[config.mk]
export PLATFORM = sky130hd
export DESIGN_NAME = matriz_scan_ctrl
export DESIGN_NICKNAME = d
export VERILOG_FILES = /design/src/rtl/matriz_pkg.sv /design/src/rtl/mod_counter.sv /design/src/rtl/matriz_scan_ctrl.sv
export SDC_FILE = /design/constraint.sdc
export NUM_CORES = 1
export LEC_CHECK = 0
export BUFFER_PORTS_ARGS = -buffer_cell sky130_fd_sc_hd__buf_2
export CAP_MARGIN = 15
export CORE_ASPECT_RATIO = 0.9
export CORE_MARGIN = 4
export CORE_UTILIZATION = 40
export DETAILED_ROUTE_END_ITERATION = 12
export GPL_TIMING_DRIVEN = 1
export PLACE_DENSITY_LB_ADDON = 0.08
export SLEW_MARGIN = 25
export SYNTH_ARGS = -nofsm -noshare
export SYNTH_HDL_FRONTEND = slang
export SYNTH_SLANG_ARGS = --single-unit
[constraint.sdc]
create_clock -name clock -period 3.75 [get_ports clock]
set_clock_uncertainty 0.15 [all_clocks]
set_input_delay 0.375 -clock clock [delete_from_list [all_inputs] [get_ports clock]]
set_output_delay 0.375 -clock clock [all_outputs]
set_load 0.005 [all_outputs]
[src/rtl/matriz_pkg.sv]
`default_nettype none
// ============================================================================
//  Module   : matriz_pkg
//  Brief    : Shared constants, status-word layout and input sanitiser for the
//             7x5 LED matrix scan controller.
//  Revision : 1.0  initial release
// ============================================================================
package matriz_pkg;

   localparam int         N_ROWS  = 7;
   localparam logic [2:0] ROW_OFF = 3'd7;

   // Bit positions inside the latched status word
   localparam int ST_CRIT  = 0;
   localparam int ST_BAIXO = 1;
   localparam int ST_MEDIO = 2;
   localparam int ST_ALTO  = 3;
   localparam int ST_ASP   = 4;
   localparam int ST_GOT   = 5;
   localparam int ST_W     = 6;

   typedef logic [ST_W-1:0] status_t;

   // One level bit at most (most severe wins); sprinkler beats drip.
   function automatic status_t sanitise(
      input logic crit,
      input logic baixo,
      input logic medio,
      input logic alto,
      input logic asp,
      input logic got
   );
      status_t s;
      s = '0;
      if (crit)       s[ST_CRIT]  = 1'b1;
      else if (baixo) s[ST_BAIXO] = 1'b1;
      else if (medio) s[ST_MEDIO] = 1'b1;
      else if (alto)  s[ST_ALTO]  = 1'b1;
      if (asp)        s[ST_ASP]   = 1'b1;
      else if (got)   s[ST_GOT]   = 1'b1;
      return s;
   endfunction

endpackage
`default_nettype wire

[src/rtl/mod_counter.sv]
`default_nettype none
// ============================================================================
//  Module   : mod_counter
//  Brief    : Enabled modulo-MOD counter. wrap is high in the enabled cycle
//             whose edge returns the count to zero.
//  Revision : 1.0  initial release
// ============================================================================
module mod_counter #(
   parameter int MOD = 2,
   parameter int W   = (MOD > 1) ? $clog2(MOD) : 1
) (
   input  logic         clk,
   input  logic         rst,
   input  logic         en,
   output logic [W-1:0] count,
   output logic         wrap
);

   logic [W-1:0] count_q;
   logic [W-1:0] count_d;

   assign count = count_q;
   assign wrap  = en && (count_q == W'(MOD - 1));

   // Next count: hold, step, or fold back to zero at the terminal value
   always_comb begin
      count_d = count_q;
      if (wrap)    count_d = '0;
      else if (en) count_d = count_q + 1'b1;
   end

   // Count register
   always_ff @(posedge clk) begin
      if (rst) count_q <= '0;
      else     count_q <= count_d;
   end

endmodule
`default_nettype wire

[src/rtl/matriz_scan_ctrl.sv]
`default_nettype none
// ============================================================================
//  Module   : matriz_scan_ctrl
//  Brief    : Row-scan and image-alternation timing for the 7x5 LED matrix.
//             Latches sanitised irrigation status once per frame.
//  Config   : GHOST_BLANK_EN - blank all rows for the first BLANK_CYCLES
//             cycles of every row slot (anti-ghosting).
//  Revision : 1.0  initial release
// ============================================================================
module matriz_scan_ctrl
   import matriz_pkg::*;
#(
   parameter int ROW_DIV      = 1000,
   parameter int ALT_FRAMES   = 50,
   parameter int BLANK_CYCLES = 50
) (
   input  logic       clock,
   input  logic       reset,
   input  logic       Critico,
   input  logic       Baixo,
   input  logic       Medio,
   input  logic       Alto,
   input  logic       Aspersao,
   input  logic       Gotejamento,
   output logic [2:0] Clock_Linhas,
   output logic       img_sel,
   output logic [5:0] stat_q,
   output logic       frame_start
);

   localparam int DIV_W = (ROW_DIV > 1) ? $clog2(ROW_DIV) : 1;
   localparam int FRM_W = (ALT_FRAMES > 1) ? $clog2(ALT_FRAMES) : 1;

   logic [DIV_W-1:0] div_cnt;
   logic             row_tick;
   logic [2:0]       row_cnt;
   logic             frame_tick;
   logic [FRM_W-1:0] frame_cnt;
   logic             alt_wrap;

   mod_counter #(.MOD(ROW_DIV)) u_div (
      .clk   (clock),
      .rst   (reset),
      .en    (1'b1),
      .count (div_cnt),
      .wrap  (row_tick)
   );

   mod_counter #(.MOD(N_ROWS)) u_row (
      .clk   (clock),
      .rst   (reset),
      .en    (row_tick),
      .count (row_cnt),
      .wrap  (frame_tick)
   );

   mod_counter #(.MOD(ALT_FRAMES)) u_frame (
      .clk   (clock),
      .rst   (reset),
      .en    (frame_tick),
      .count (frame_cnt),
      .wrap  (alt_wrap)
   );

   status_t status_q, status_d;
   logic    phase_q, phase_d;
   logic    img_sel_q, img_sel_d;
   logic    frame_start_q, frame_start_d;

   // Frame-boundary updates; img_sel is built from next-state values so it
   // changes on the same edge as the status/phase it depends on.
   always_comb begin
      status_d      = status_q;
      phase_d       = phase_q;
      frame_start_d = frame_tick;
      if (frame_tick) begin
         status_d = sanitise(Critico, Baixo, Medio, Alto, Aspersao, Gotejamento);
      end
      if (alt_wrap) begin
         phase_d = ~phase_q;
      end
      img_sel_d = phase_d & ~status_d[ST_CRIT];
   end

   // Output and status registers
   always_ff @(posedge clock) begin
      if (reset) begin
         status_q      <= '0;
         phase_q       <= 1'b0;
         img_sel_q     <= 1'b0;
         frame_start_q <= 1'b0;
      end else begin
         status_q      <= status_d;
         phase_q       <= phase_d;
         img_sel_q     <= img_sel_d;
         frame_start_q <= frame_start_d;
      end
   end

   assign stat_q      = status_q;
   assign img_sel     = img_sel_q;
   assign frame_start = frame_start_q;

   // Counts whose value is not consumed; only their wrap pulses matter here
   logic unused_cnt;

`ifdef GHOST_BLANK_EN
   logic blank_q, blank_d;
   int   div_next;

   // Blank flag tracks the divider value the next edge will produce
   always_comb begin
      div_next = row_tick ? 0 : int'(div_cnt) + 1;
      blank_d  = (div_next < BLANK_CYCLES);
   end

   // Blank flag register; rows are off out of reset
   always_ff @(posedge clock) begin
      if (reset) blank_q <= 1'b1;
      else       blank_q <= blank_d;
   end

   assign Clock_Linhas = blank_q ? ROW_OFF : row_cnt;
   assign unused_cnt   = ^frame_cnt;
`else
   assign Clock_Linhas = row_cnt;
   assign unused_cnt   = ^{frame_cnt, div_cnt};
`endif

endmodule
`default_nettype wire

======== Yosys cells after proc, flatten, opt, wreduce, memory -nomap -nowiden ========
Index checks and enable logic that the tools add are counted.
operators by class
  add/subtract/negate cells ............... 3
  equal/unequal tests ..................... 3
  muxes and demuxes ....................... 12
  bitwise operators ....................... 3
  reduce and logical (&&, ||, !) cells .... 5
operator list
  kind                   count
  $add 10x1->10 const B  1
  $eq 10x10->1 const B   1
  $mux 1                 10
  $add 6x1->6 const B    1
  $eq 6x6->1 const B     1
  $reduce_or 2->1        3
  $add 3x1->3 const B    1
  $eq 3x3->1 const B     1
  $mux 3                 1
  $logic_and 1x1->1      2
  $mux 2                 1
  $not 1->1              2
  $and 1x1->1            1
word-level totals
  register bits ........................... 28
  input bits .............................. 8
  output and inout port bits .............. 11
  logic and storage cells ................. 34

======== Longest topological paths before layout ========
Gate-level depths: netlist of the first run.
  depth after elaboration ................. 5
  depth in mapped cells ................... 7
  mapped depth without buffers ............ 6

======== Hierarchy ========
From an unflattened synthesis of the first run, not the netlist that was laid out.
unflattened totals
  cell total of the unflattened synthesis .. 135
  area total of the unflattened synthesis .. 1,281.2 µm²
modules (own cells, without submodules)
  module                  instances  cells each  area each (µm²)  sequential area each (µm²)
  mod_counter at u_div    1          53          464.2            200.2
  matriz_scan_ctrl        1          33          356.6            180.2
  mod_counter at u_frame  1          31          304.0            120.1
  mod_counter at u_row    1          18          156.4            60.1

======== Least setup slack after synthesis of the first run ========
Ideal clock, no wire load.
  path kind ............................... reg2reg
  start ................................... reg u_div.count_q[0], in the netlist u_div.count[0]
  end ..................................... reg u_frame.count_q[5], in the netlist u_frame.count[5]
  library setup time ...................... 69 ps
  arrival time ............................ 1,477 ps
  required time ........................... 3,531 ps
  setup slack ............................. 2,054 ps
  stages on the path, launching flop included .. 6
  buffers on the path ..................... 0
  clock period less this slack ............ 1,696 ps
  path through ............................ dfxtp_1 ha_1 and4_4 nand4_4 or4_1 o21ai_1
on the way
  word-level cells in the longest chain between the ends .. 4
ends and longest elaborated chain
  item                       RTL line           text
  start, declared            mod_counter.sv:19  logic [W-1:0] count_q;
  start signal, assigned     mod_counter.sv:35  else count_q <= count_d;
  $eq 10x10->1 (*)           mod_counter.sv:23  assign wrap = en && (count_q == W'(MOD - 1));
  $logic_and 1x1->1 (*)      mod_counter.sv:23
  $logic_and 1x1->1          mod_counter.sv:23
  $reduce_or 2->1 (no line)  --
  end signal, assigned       mod_counter.sv:35
  end, declared              mod_counter.sv:19
Every way passes the cells marked *; elsewhere a longest branch is shown, timed or not.
A chain may end at the register's enable or synchronous reset.

======== Final worst setup path of the first run ========
  start ................................... reg u_div.count_q[0], in the netlist u_div.count[0]
  end ..................................... reg u_frame.count_q[4], in the netlist u_frame.count[4]
The elaborated chain is that of the path after synthesis.

==> results.sh, run 1 <==
export IMPL_drtAntennaViolNets=0
export IMPL_arrival_ns=2.07
export IMPL_grt_use_total_pct=13.0
export IMPL_relSlewSlack_pct=70.5
export IMPL_post_drt_wl_per_cell_microns=11.4
export IMPL_synth_top_area_cell="dfxtp_1"
export IMPL_async_reset_ff_share_pct=0
export IMPL_clk_pin_slew_ns=0.15
export IMPL_cts_resized_gates=0
export IMPL_crit_path_end_kind="register"
export IMPL_die_width_microns=66.9
export IMPL_cts_tree="yes"
export IMPL_critPathBufInv=0
export IMPL_dieArea_sq_mm=0.00408
export IMPL_nNetsFinal=168
export IMPL_drc=0
export IMPL_viasPerCell=5.07
export IMPL_syn_inst=138
export IMPL_ys_ff_latch=28
export IMPL_tightestPinTransition_ns=0.442
export IMPL_dpl_worst_slack_ns=1.82
export IMPL_placed_cells=190
export IMPL_drv_slew=0
export IMPL_routed_wl_microns=2200
export IMPL_dp_hpwl_microns=1580
export IMPL_avgSynthCellArea_sq_um=9.05
export IMPL_path_class="reg2reg"
export IMPL_antenna_diode_count=0
export IMPL_maxCapViolCount=0
export IMPL_first_pass_iters=4
export IMPL_vias=984
export IMPL_synth_area_leaders="dfxtp_1 (45%), a21oi_1 (5.2%), nor2_1 (5.1%)"
export IMPL_outcome="finished clean"
export IMPL_start_util_pct=43.7
export IMPL_ios=19
export IMPL_finalSetupViolations=0
export IMPL_synth_seq_area_share_pct=44.9
export IMPL_cts_buffers_inserted=3
export IMPL_post_cts_buffers=0
export IMPL_syn_cell_area_sq_mm=0.00125
export IMPL_layout_cells_non_filler=194
export IMPL_post_route_period_util_pct=51.9
export IMPL_yosys_warnings=0
export IMPL_hold_viol_final=0
export IMPL_rows=18
export IMPL_clockRootBuffer="clkbuf_4"
export IMPL_synth_main_ff_cell="dfxtp_1"
export IMPL_holdCritPathClass="in2reg"
export IMPL_max_clock_freq_mhz=514
export IMPL_final_util_pct=49.2
export IMPL_worst_slack_ns=1.80
export IMPL_cts_num_sinks=28
export IMPL_start_kind="register"
export IMPL_power_leakage_nw=0.541
export IMPL_areaGrowthSynthToFinish_pct=12.6
export IMPL_irDropWorstVdd_mv=0.256
export IMPL_htree_levels=1
export IMPL_worstPathRequired_ns=3.88
export IMPL_crit_family="simple AND/OR/NAND/NOR gates"
export IMPL_core_sq_mm=0.00286
export IMPL_grt_setup_unrepaired="false"
export IMPL_synth_nets=151
export IMPL_grt_first_pass_wirelength_microns=4060
export IMPL_gp_congestion=0.766
export IMPL_slowest_stage="or4_1"
export IMPL_grt_overflow=0
export IMPL_grt_max_degree=25
export IMPL_slowest_delay_ns=0.53
export IMPL_grt_pass1_vias=947
export IMPL_fill_cells=291
export IMPL_cp_max_fo=19
export IMPL_holdBufCountCts=0
export IMPL_finalCriticalPeriod_ns=1.95
export IMPL_portBuffers=18
export IMPL_antenna_found_initial=0
export IMPL_ys_types=37
export IMPL_fin_setup_tns_ns=0
export IMPL_synthDominantCellAreaShare_pct=44.9
export IMPL_insertion_delay_ns=0.33
export IMPL_timing_hold_ws_ns=0.108
export IMPL_synth_edf_count=0
export IMPL_drive_gt1_share_pct=17.5
export IMPL_die_height_microns=61.0
export IMPL_powerDensity_mw_per_mm2=368
export IMPL_dr_first_iter_drc_count=29
export IMPL_crit_chain="ha_1, and4_4, nand4_4, or4_1, o21ai_1"
export IMPL_cts_path_max_buffers=2
[synthesized netlist by cell type (2+ instances only)]
library cell  count
xor2_1            4
o21ai_0           3
xnor2_1           6
ha_1              5
clkbuf_1          2
nand2_1          13
nand4_1           2
nand3b_1          4
nand2b_1          2
o21ai_1           2
dfxtp_1          28
or3_1             2
nand3_1           6
nand4b_1          2
a21oi_1          13
nor2_1           17
nor3_1            3
inv_1             4
or4_1             2
[power breakdown]
| group | switching [mW] | internal (mW) | total (mW) | leakage [nW] |
|---|---|---|---|---|
| Combinational | 0.00937 | 0.00636 | 0.0157 | 0.287 |
| Sequential | 0.00224 | 0.300 | 0.303 | 0.226 |
| Clock | 0.0913 | 0.108 | 0.199 | 0.0279 |
| Total | 0.103 | 0.415 | 0.518 | 0.541 |
[cells by family after synthesis]
| kind of cell | share of synthesized area, % |
|---|---|
| adder cells (fa/ha/maj) | 5.01 |
| flip-flops | 44.9 |
| XOR/XNOR | 7.01 |
| buffers and inverters | 4.01 |
| multiplexers | 0.802 |
| AO/OA/AOI/OAI | 9.92 |
| AND/OR/NAND/NOR | 28.4 |
[final timing paths]
path	from	to	slack [ns]	cells past startpoint
worst max-delay path	u_div.count[0]$_SDFF_PP0_	u_frame.count[4]$_SDFFE_PP0P_	1.80	5
worst min-delay path	Critico	img_sel$_SDFF_PP0_	0.11	2
worst max register to register	u_div.count[0]$_SDFF_PP0_	u_frame.count[4]$_SDFFE_PP0P_	1.80	5
worst min register to register	u_div.count[0]$_SDFF_PP0_	u_div.count[0]$_SDFF_PP0_	0.31	1
[sequential cells by signal (all words and copies together) (netlist names)]
name,flops
u_div.count,10
stat_q,6
u_frame.count,6
u_row.count,3
frame_start,1
img_sel,1
phase_q,1
[placed cells by master (no fill, tap or decap), drive strengths merged, types with 3 or more instances in the layout]
cell type	n
dfxtp	28
buf	18
nor2	17
nand2	13
a21oi	13
nand3	6
xnor2	6
ha	5
o21ai	5
inv	4
nand3b	4
xor2	4
nor3	3
clkbuf	3
nand4	3
[layout make-up]
type	instances	area, sq um	share of cell area, %
Clock inverter	1	30.0	2.14
Inverter	4	15.0	1.07
Sequential cell	28	561	39.9
Tap cell	40	50.0	3.56
Timing Repair Buffer	18	90.1	6.41
Multi-Input combinational cell	100	638	45.4
Clock buffer	3	22.5	1.60
[through the flow]
stage / instance area (sq um) / power (mW)
after floorplan: 1250 / 0.318
after global placement: 1350 / 0.324
after detailed placement: 1350 / 0.325
after CTS: 1410 / 0.524
after global routing: 1410 / 0.539
final: 1410 / 0.518
[worst register-to-register path: cells and delay by family, from the launching register on]
family                     cells  cell delay [ns]
AOI/OAI and AO/OA              1             0.08
adders and majority gates      1             0.23
DFF                            1             0.38
and+or+nand+nor                3             1.05
[layer usage]
metal | routed length, microns | track usage [%] | vias up | part of all wire, %
met5 | 0 | 0 | - | 0
met4 | 17 | 2.60 | 0 | 0.77
met3 | 141 | 4.63 | 2 | 6.4
met2 | 954 | 21.8 | 21 | 43
met1 | 1090 | 16.3 | 451 | 50
li1 | - | - | 510 | -
Power figures use the tool's default switching activity.
==> run 2, diff against run 1 <==
==> constraint.sdc (replaced) <==
create_clock -name clock -period 1.67 [get_ports clock]
set_clock_uncertainty 0.15 [all_clocks]
set_input_delay 0.167 -clock clock [delete_from_list [all_inputs] [get_ports clock]]
set_output_delay 0.167 -clock clock [all_outputs]
set_load 0.005 [all_outputs]
==> run 2 against run 1 <==
Compared with the run above:
- die area stayed put
- sequential share of layout area is 5.5 points lower
- design area is 18% higher
- count of clock-buffer cells in the layout stayed put
- register-to-register slack worse by 1.8 ns
- sequential cell count stayed put
- first-iteration DRC count is 14% lower
- maximum frequency is 18% higher
- worst setup slack worse by 1.8 ns
- critical path depth stayed put
- global-route usage is 1.7 points higher
- sequential power is 120% higher
- critical endpoint is now phase_q$_SDFF_PP0_
- largest power group unchanged
- highest routed layer unchanged
==> results.sh, run 2 (same netlist as run 1, synthesis figures left out) <==
export IMPL_start_kind="register"
export IMPL_relSlewSlack_pct=69.9
export IMPL_fill_cells=287
export IMPL_routed_wl_microns=2660
export IMPL_power_leakage_nw=0.674
export IMPL_dieArea_sq_mm=0.00408
export IMPL_top_layer="met4"
export IMPL_crit_path_end_kind="register"
export IMPL_insertion_delay_ns=0.33
export IMPL_maxCapViolCount=0
export IMPL_cp_max_fo=5
export IMPL_dpl_worst_slack_ns=-0.130
export IMPL_arrival_ns=1.78
export IMPL_largest_register_ffs=10
export IMPL_drv_slew=0
export IMPL_cts_num_sinks=28
export IMPL_worst_r2r_setup_slack_ns=0.02
export IMPL_die_width_microns=66.9
export IMPL_grt_overflow=0
export IMPL_vias=1077
export IMPL_clk_pin_slew_ns=0.15
export IMPL_mostFrequentLayoutCells="dfxtp_1 (22), buf_2 (18), nor2_1 (17), buf_4 (17), nand2_1 (13)"
export IMPL_drtAntennaViolNets=0
export IMPL_tightestPinTransition_ns=0.452
export IMPL_irDropWorstVdd_mv=0.472
export IMPL_htree_levels=1
export IMPL_grt_first_pass_wirelength_microns=4500
export IMPL_cts_tree="yes"
export IMPL_finalInstanceArea_sq_mm=0.00166
export IMPL_nNetsFinal=192
export IMPL_slowest_delay_ns=0.42
export IMPL_worstPathRequired_ns=1.80
export IMPL_slowest_stage="or3_4"
export IMPL_hold_viol_final=0
export IMPL_antenna_found_initial=0
export IMPL_powerDensity_mw_per_mm2=714
export IMPL_finalCriticalPeriod_ns=1.65
export IMPL_drc=0
export IMPL_rows=18
export IMPL_grt_use_total_pct=14.7
export IMPL_areaGrowthSynthToFinish_pct=32.6
export IMPL_post_route_period_util_pct=98.8
export IMPL_grt_max_degree=25
export IMPL_timing_hold_ws_ns=0.0962
export IMPL_dr_first_iter_drc_count=25
export IMPL_place_area_sq_mm=0.00148
export IMPL_layout_commonest_cell="dfxtp_1"
export IMPL_dp_hpwl_microns=1750
export IMPL_endpoint="phase_q$_SDFF_PP0_"
export IMPL_worst_r2r_cell_count=5
export IMPL_grt_pass1_vias=1033
export IMPL_drive_gt1_share_pct=33.1
export IMPL_holdCritPathClass="in2reg"
export IMPL_max_clock_freq_mhz=606
export IMPL_core_sq_mm=0.00286
export IMPL_worst_slack_ns=0.0193
export IMPL_antenna_diode_count=0
export IMPL_r2r_start="u_div.count[1]$_SDFF_PP0_"
export IMPL_path_class="reg2reg"
export IMPL_first_pass_iters=4
export IMPL_worstReg2RegEnd="phase_q$_SDFF_PP0_"
export IMPL_met2_wirelength_microns=1210
export IMPL_cts_buffers_inserted=3
export IMPL_grt_setup_unrepaired="true"
export IMPL_clockRootBuffer="clkbuf_4"
export IMPL_cts_path_max_buffers=2
export IMPL_viasPerCell=4.94
export IMPL_m1WireLength_microns=1280
export IMPL_portBuffers=18
export IMPL_die_height_microns=61.0
export IMPL_ios=19
export IMPL_post_drt_wl_per_cell_microns=12.2
export IMPL_fin_total_pwr_mw=1.18
export IMPL_start_util_pct=43.7
export IMPL_gp_congestion=0.782
export IMPL_wl_met3_microns=138
export IMPL_crit_chain="ha_4, and4_4, nand4_4, or3_4, a21oi_2"
export IMPL_finalSetupViolations=0
export IMPL_outcome="finished clean"
export IMPL_crit_start="u_div.count[1]$_SDFF_PP0_"
[run 2: stage by stage]
stage | std cells | utilization (%) | setup TNS, ns
final | 218 | 57.9 | 0
after global routing | 218 | 57.9 | -0.292
after floorplan | 138 | - | 0
after detailed placement | 206 | 51.6 | -0.780
after global placement | 206 | 51.6 | -0.177
after CTS | 218 | 56.7 | 0
[run 2: worst min-delay path by stage]
stage            start                         to  slack [ns]  cells past startpoint
2_1_floorplan  Critico         img_sel$_SDFF_PP0_        0.12                      1
3_3_place_gp   Critico         img_sel$_SDFF_PP0_        0.28                      2
3_5_place_dp   Critico         img_sel$_SDFF_PP0_        0.28                      2
4_1_cts          reset     frame_start$_SDFF_PP0_        0.07                      2
5_1_grt          reset  u_div.count[4]$_SDFF_PP0_        0.09                      2
6_report         reset     frame_start$_SDFF_PP0_         0.1                      2
[run 2: power breakdown]
group	internal (mW)	switching, mW	leakage, nW
combinational	0.0316	0.0273	0.418
sequential	0.675	0.00531	0.229
clock	0.243	0.200	0.0279
[run 2: layout make-up]
type | instances | area, sq um | area share, %
Tap cell | 40 | 50.0 | 3.02
Clock buffer | 3 | 22.5 | 1.36
Clock inverter | 1 | 30.0 | 1.81
Inverter | 4 | 15.0 | 0.907
Multi-Input combinational cell | 101 | 692 | 41.8
Sequential cell | 28 | 568 | 34.3
Timing Repair Buffer | 41 | 278 | 16.8
[run 2: critical path: cells and delay by family, from the launching register on]
kind | cells | cell delay (ns)
DFF | 1 | 0.38
adders and majority gates | 1 | 0.13
and+or+nand+nor | 3 | 0.81
AOI/OAI and AO/OA | 1 | 0.12
[run 2: what timing repair did]
action,in CTS,in global routing
hold endpoints to repair,7,0
resized for setup,8,11
gates cloned,1,0
pin swaps,3,4
buffers inserted,1,0
hold buffers,6,0
endpoints found under the setup margin,22,8
[run 2: routing by layer]
layer | up-vias | GRT usage, %
met2 | 26 | 25.0
met1 | 485 | 17.9
li1 | 562 | -
met3 | 4 | 4.81
met4 | 0 | 4.34
met5 | - | 0
==> run 3, diff against run 2 <==
--- a/config.mk
+++ b/config.mk
@@ -9,11 +9,11 @@
 export CAP_MARGIN = 15
 export CORE_ASPECT_RATIO = 0.9
 export CORE_MARGIN = 4
-export CORE_UTILIZATION = 40
+export CORE_UTILIZATION = 49
 export DETAILED_ROUTE_END_ITERATION = 12
 export GPL_TIMING_DRIVEN = 1
 export PLACE_DENSITY_LB_ADDON = 0.08
-export SLEW_MARGIN = 25
+export SLEW_MARGIN = 30
 export SYNTH_ARGS = -nofsm -noshare
 export SYNTH_HDL_FRONTEND = slang
 export SYNTH_SLANG_ARGS = --single-unit
==> constraint.sdc (replaced) <==
create_clock -name clock -period 1.67 [get_ports clock]
set_clock_uncertainty 0.15 [all_clocks]
set_input_delay 0.167 -clock clock [delete_from_list [all_inputs] [get_ports clock]]
set_output_delay 0.167 -clock clock [all_outputs]
set_load 0.01 [all_outputs]
==> run 3 against run 2 <==
Compared with the run above:
- first-iteration DRC count increased by 8.0%
- sequential power about the same
- hold slack gained 0.0067 ns
- non-clock buffer count rose by 1
- design area rose by 0.23%
- cell count down 5.0%
- combinational power up 4.1%
- register-to-register slack barely moved
- critical path type unchanged
- largest power group unchanged
==> results.sh, run 3 (same netlist as run 1, synthesis figures left out) <==
export IMPL_post_route_period_util_pct=98.2
export IMPL_max_clock_freq_mhz=610
export IMPL_drtAntennaViolNets=0
export IMPL_dp_hpwl_microns=1770
export IMPL_p_comb_share_pct=5.1
export IMPL_finalCriticalPeriod_ns=1.64
export IMPL_grt_first_pass_wirelength_microns=4570
export IMPL_cts_tree="yes"
export IMPL_dieArea_sq_mm=0.00342
export IMPL_worstPathRequired_ns=1.75
export IMPL_relSlewSlack_pct=68.7
export IMPL_insertion_delay_ns=0.33
export IMPL_htree_levels=1
export IMPL_drc=0
export IMPL_finalInstanceArea_sq_mm=0.00166
export IMPL_min_to="u_div.count[2]$_SDFF_PP0_"
export IMPL_start_util_pct=51.0
export IMPL_timing_hold_ws_ns=0.103
export IMPL_worstReg2RegEnd="img_sel$_SDFF_PP0_"
export IMPL_p_sw_uw=241
export IMPL_routed_wl_microns=2830
export IMPL_grt_use_total_pct=17.3
export IMPL_power_leakage_nw=0.695
export IMPL_slowest_delay_ns=0.38
export IMPL_dpl_worst_slack_ns=-0.135
export IMPL_clk_pin_slew_ns=0.15
export IMPL_viasPerCell=5.25
export IMPL_finalSetupViolations=0
export IMPL_first_pass_iters=6
export IMPL_grt_overflow=0
export IMPL_start_kind="register"
export IMPL_irDropWorstVdd_mv=0.823
export IMPL_fin_setup_tns_ns=0
export IMPL_maxCapViolCount=0
export IMPL_internal_power_uw=951
export IMPL_grt_max_degree=25
export IMPL_die_width_microns=61.2
export IMPL_arrival_ns=1.72
export IMPL_grt_pass1_vias=987
export IMPL_drv_slew=0
export IMPL_slowest_stage="dfxtp_2"
export IMPL_core_sq_mm=0.00245
export IMPL_layout_commonest_cell="dfxtp_1"
export IMPL_cts_buffers_inserted=3
export IMPL_hold_depth=2
export IMPL_die_height_microns=55.9
export IMPL_ios=19
export IMPL_crit_chain="ha_4, and4_4, nand4_4, buf_6, buf_4, nand2_1, o41ai_4"
export IMPL_portBuffers=18
export IMPL_dr_first_iter_drc_count=27
export IMPL_antenna_diode_count=0
export IMPL_final_util_pct=67.8
export IMPL_outcome="finished clean"
export IMPL_mostFrequentLayoutCells="dfxtp_1 (26), buf_2 (18), nor2_1 (17)"
export IMPL_holdCritPathClass="in2reg"
export IMPL_worst_r2r_cell_count=7
export IMPL_worst_slack_ns=0.0294
export IMPL_vias=1087
export IMPL_powerDensity_mw_per_mm2=718
export IMPL_cts_num_sinks=28
export IMPL_drive_gt1_share_pct=31.3
export IMPL_clkPwrFrac_pct=37.7
export IMPL_cts_path_max_buffers=2
export IMPL_gp_congestion=0.733
export IMPL_nNetsFinal=193
export IMPL_path_class="reg2reg"
export IMPL_tightestPinTransition_ns=0.470
export IMPL_crit_path_end_kind="register"
export IMPL_fill_cells=201
export IMPL_min_from="reset"
export IMPL_seq_area_sq_um=563
export IMPL_clockRootBuffer="clkbuf_4"
export IMPL_areaGrowthSynthToFinish_pct=32.9
export IMPL_swShare_pct=20.2
export IMPL_grt_setup_unrepaired="true"
export IMPL_place_area_sq_mm=0.00145
export IMPL_antenna_found_initial=0
export IMPL_post_drt_wl_per_cell_microns=13.7
export IMPL_hold_viol_final=0
export IMPL_worst_r2r_setup_slack_ns=0.03
export IMPL_r2r_start="u_div.count[0]$_SDFF_PP0_"
export IMPL_cp_max_fo=5
export IMPL_rows=17
export IMPL_multi_input_area_sq_um=697
export IMPL_power_frac_seq_pct=57.1
export IMPL_largest_register_ffs=10
==> run 3: cell count changes in the layout (fill, tap and decap cells not counted), sizes merged <==
cell | before | now
buf | 35 | 36
==> run 3: area by class of cell <==
class	count	share of cell area [%]
clock buffers	3	1.36
clock inverters	1	1.81
inverters	4	0.905
multi-input cells	101	42.0
flip-flops and latches	28	33.9
well taps	28	2.11
repair buffers	42	17.9
==> run 3: metrics by stage <==
stage               total power, mW  instances
floorplan                     0.716        138
global placement              0.735        193
detailed placement            0.737        193
CTS                            1.19        205
global route                   1.25        207
finish                         1.19        207
==> run 3: layer usage <==
layer  up-vias  part of all wire, %  track usage, %
met4         0                  1.2            3.72
met1       481                   47            23.5
met2        36                   46            27.0
li1        562                    -               -
met5         -                    0               0
met3         8                  5.8            4.64
==> run 3: worst max path at each step <==
stage	start	endpoint	slack [ns]
2_1_floorplan	u_row.count[0]$_SDFFE_PP0P_	stat_q[0]$_SDFF_PP0_	0.005
3_3_place_gp	u_div.count[1]$_SDFF_PP0_	stat_q[0]$_SDFF_PP0_	-0.07
3_5_place_dp	u_div.count[1]$_SDFF_PP0_	stat_q[0]$_SDFF_PP0_	-0.14
4_1_cts	u_div.count[1]$_SDFF_PP0_	u_div.count[8]$_SDFF_PP0_	0.0004
5_1_grt	u_div.count[0]$_SDFF_PP0_	phase_q$_SDFF_PP0_	-0.05
6_report	u_div.count[0]$_SDFF_PP0_	img_sel$_SDFF_PP0_	0.03
==> run 3: what timing repair did <==
action / 4_1_cts / 5_1_grt
setup buffers: 1 / 2
pin swaps: 3 / 9
resized for setup: 5 / 10
hold buffers: 6 / 0
hold endpoints to repair: 7 / 0
setup endpoints to repair: 15 / 25
gates cloned: 1 / 0
==> run 3: worst max-delay path, delay by kind of cell (launching register included) <==
family | cells | cell delay, ns
simple gates | 3 | 0.50
buf+inv | 2 | 0.30
compound gates | 1 | 0.07
fa+ha+maj | 1 | 0.13
flops | 1 | 0.38
==> run 3: power groups by stage <==
stage	Combinational, mW	Clock [mW]	Sequential, mW
2_1_floorplan	0.0225	0	0.693
3_3_place_gp	0.0432	0	0.692
3_5_place_dp	0.0444	0	0.692
4_1_cts	0.0552	0.457	0.679
5_1_grt	0.0694	0.495	0.682
6_report	0.0613	0.450	0.681
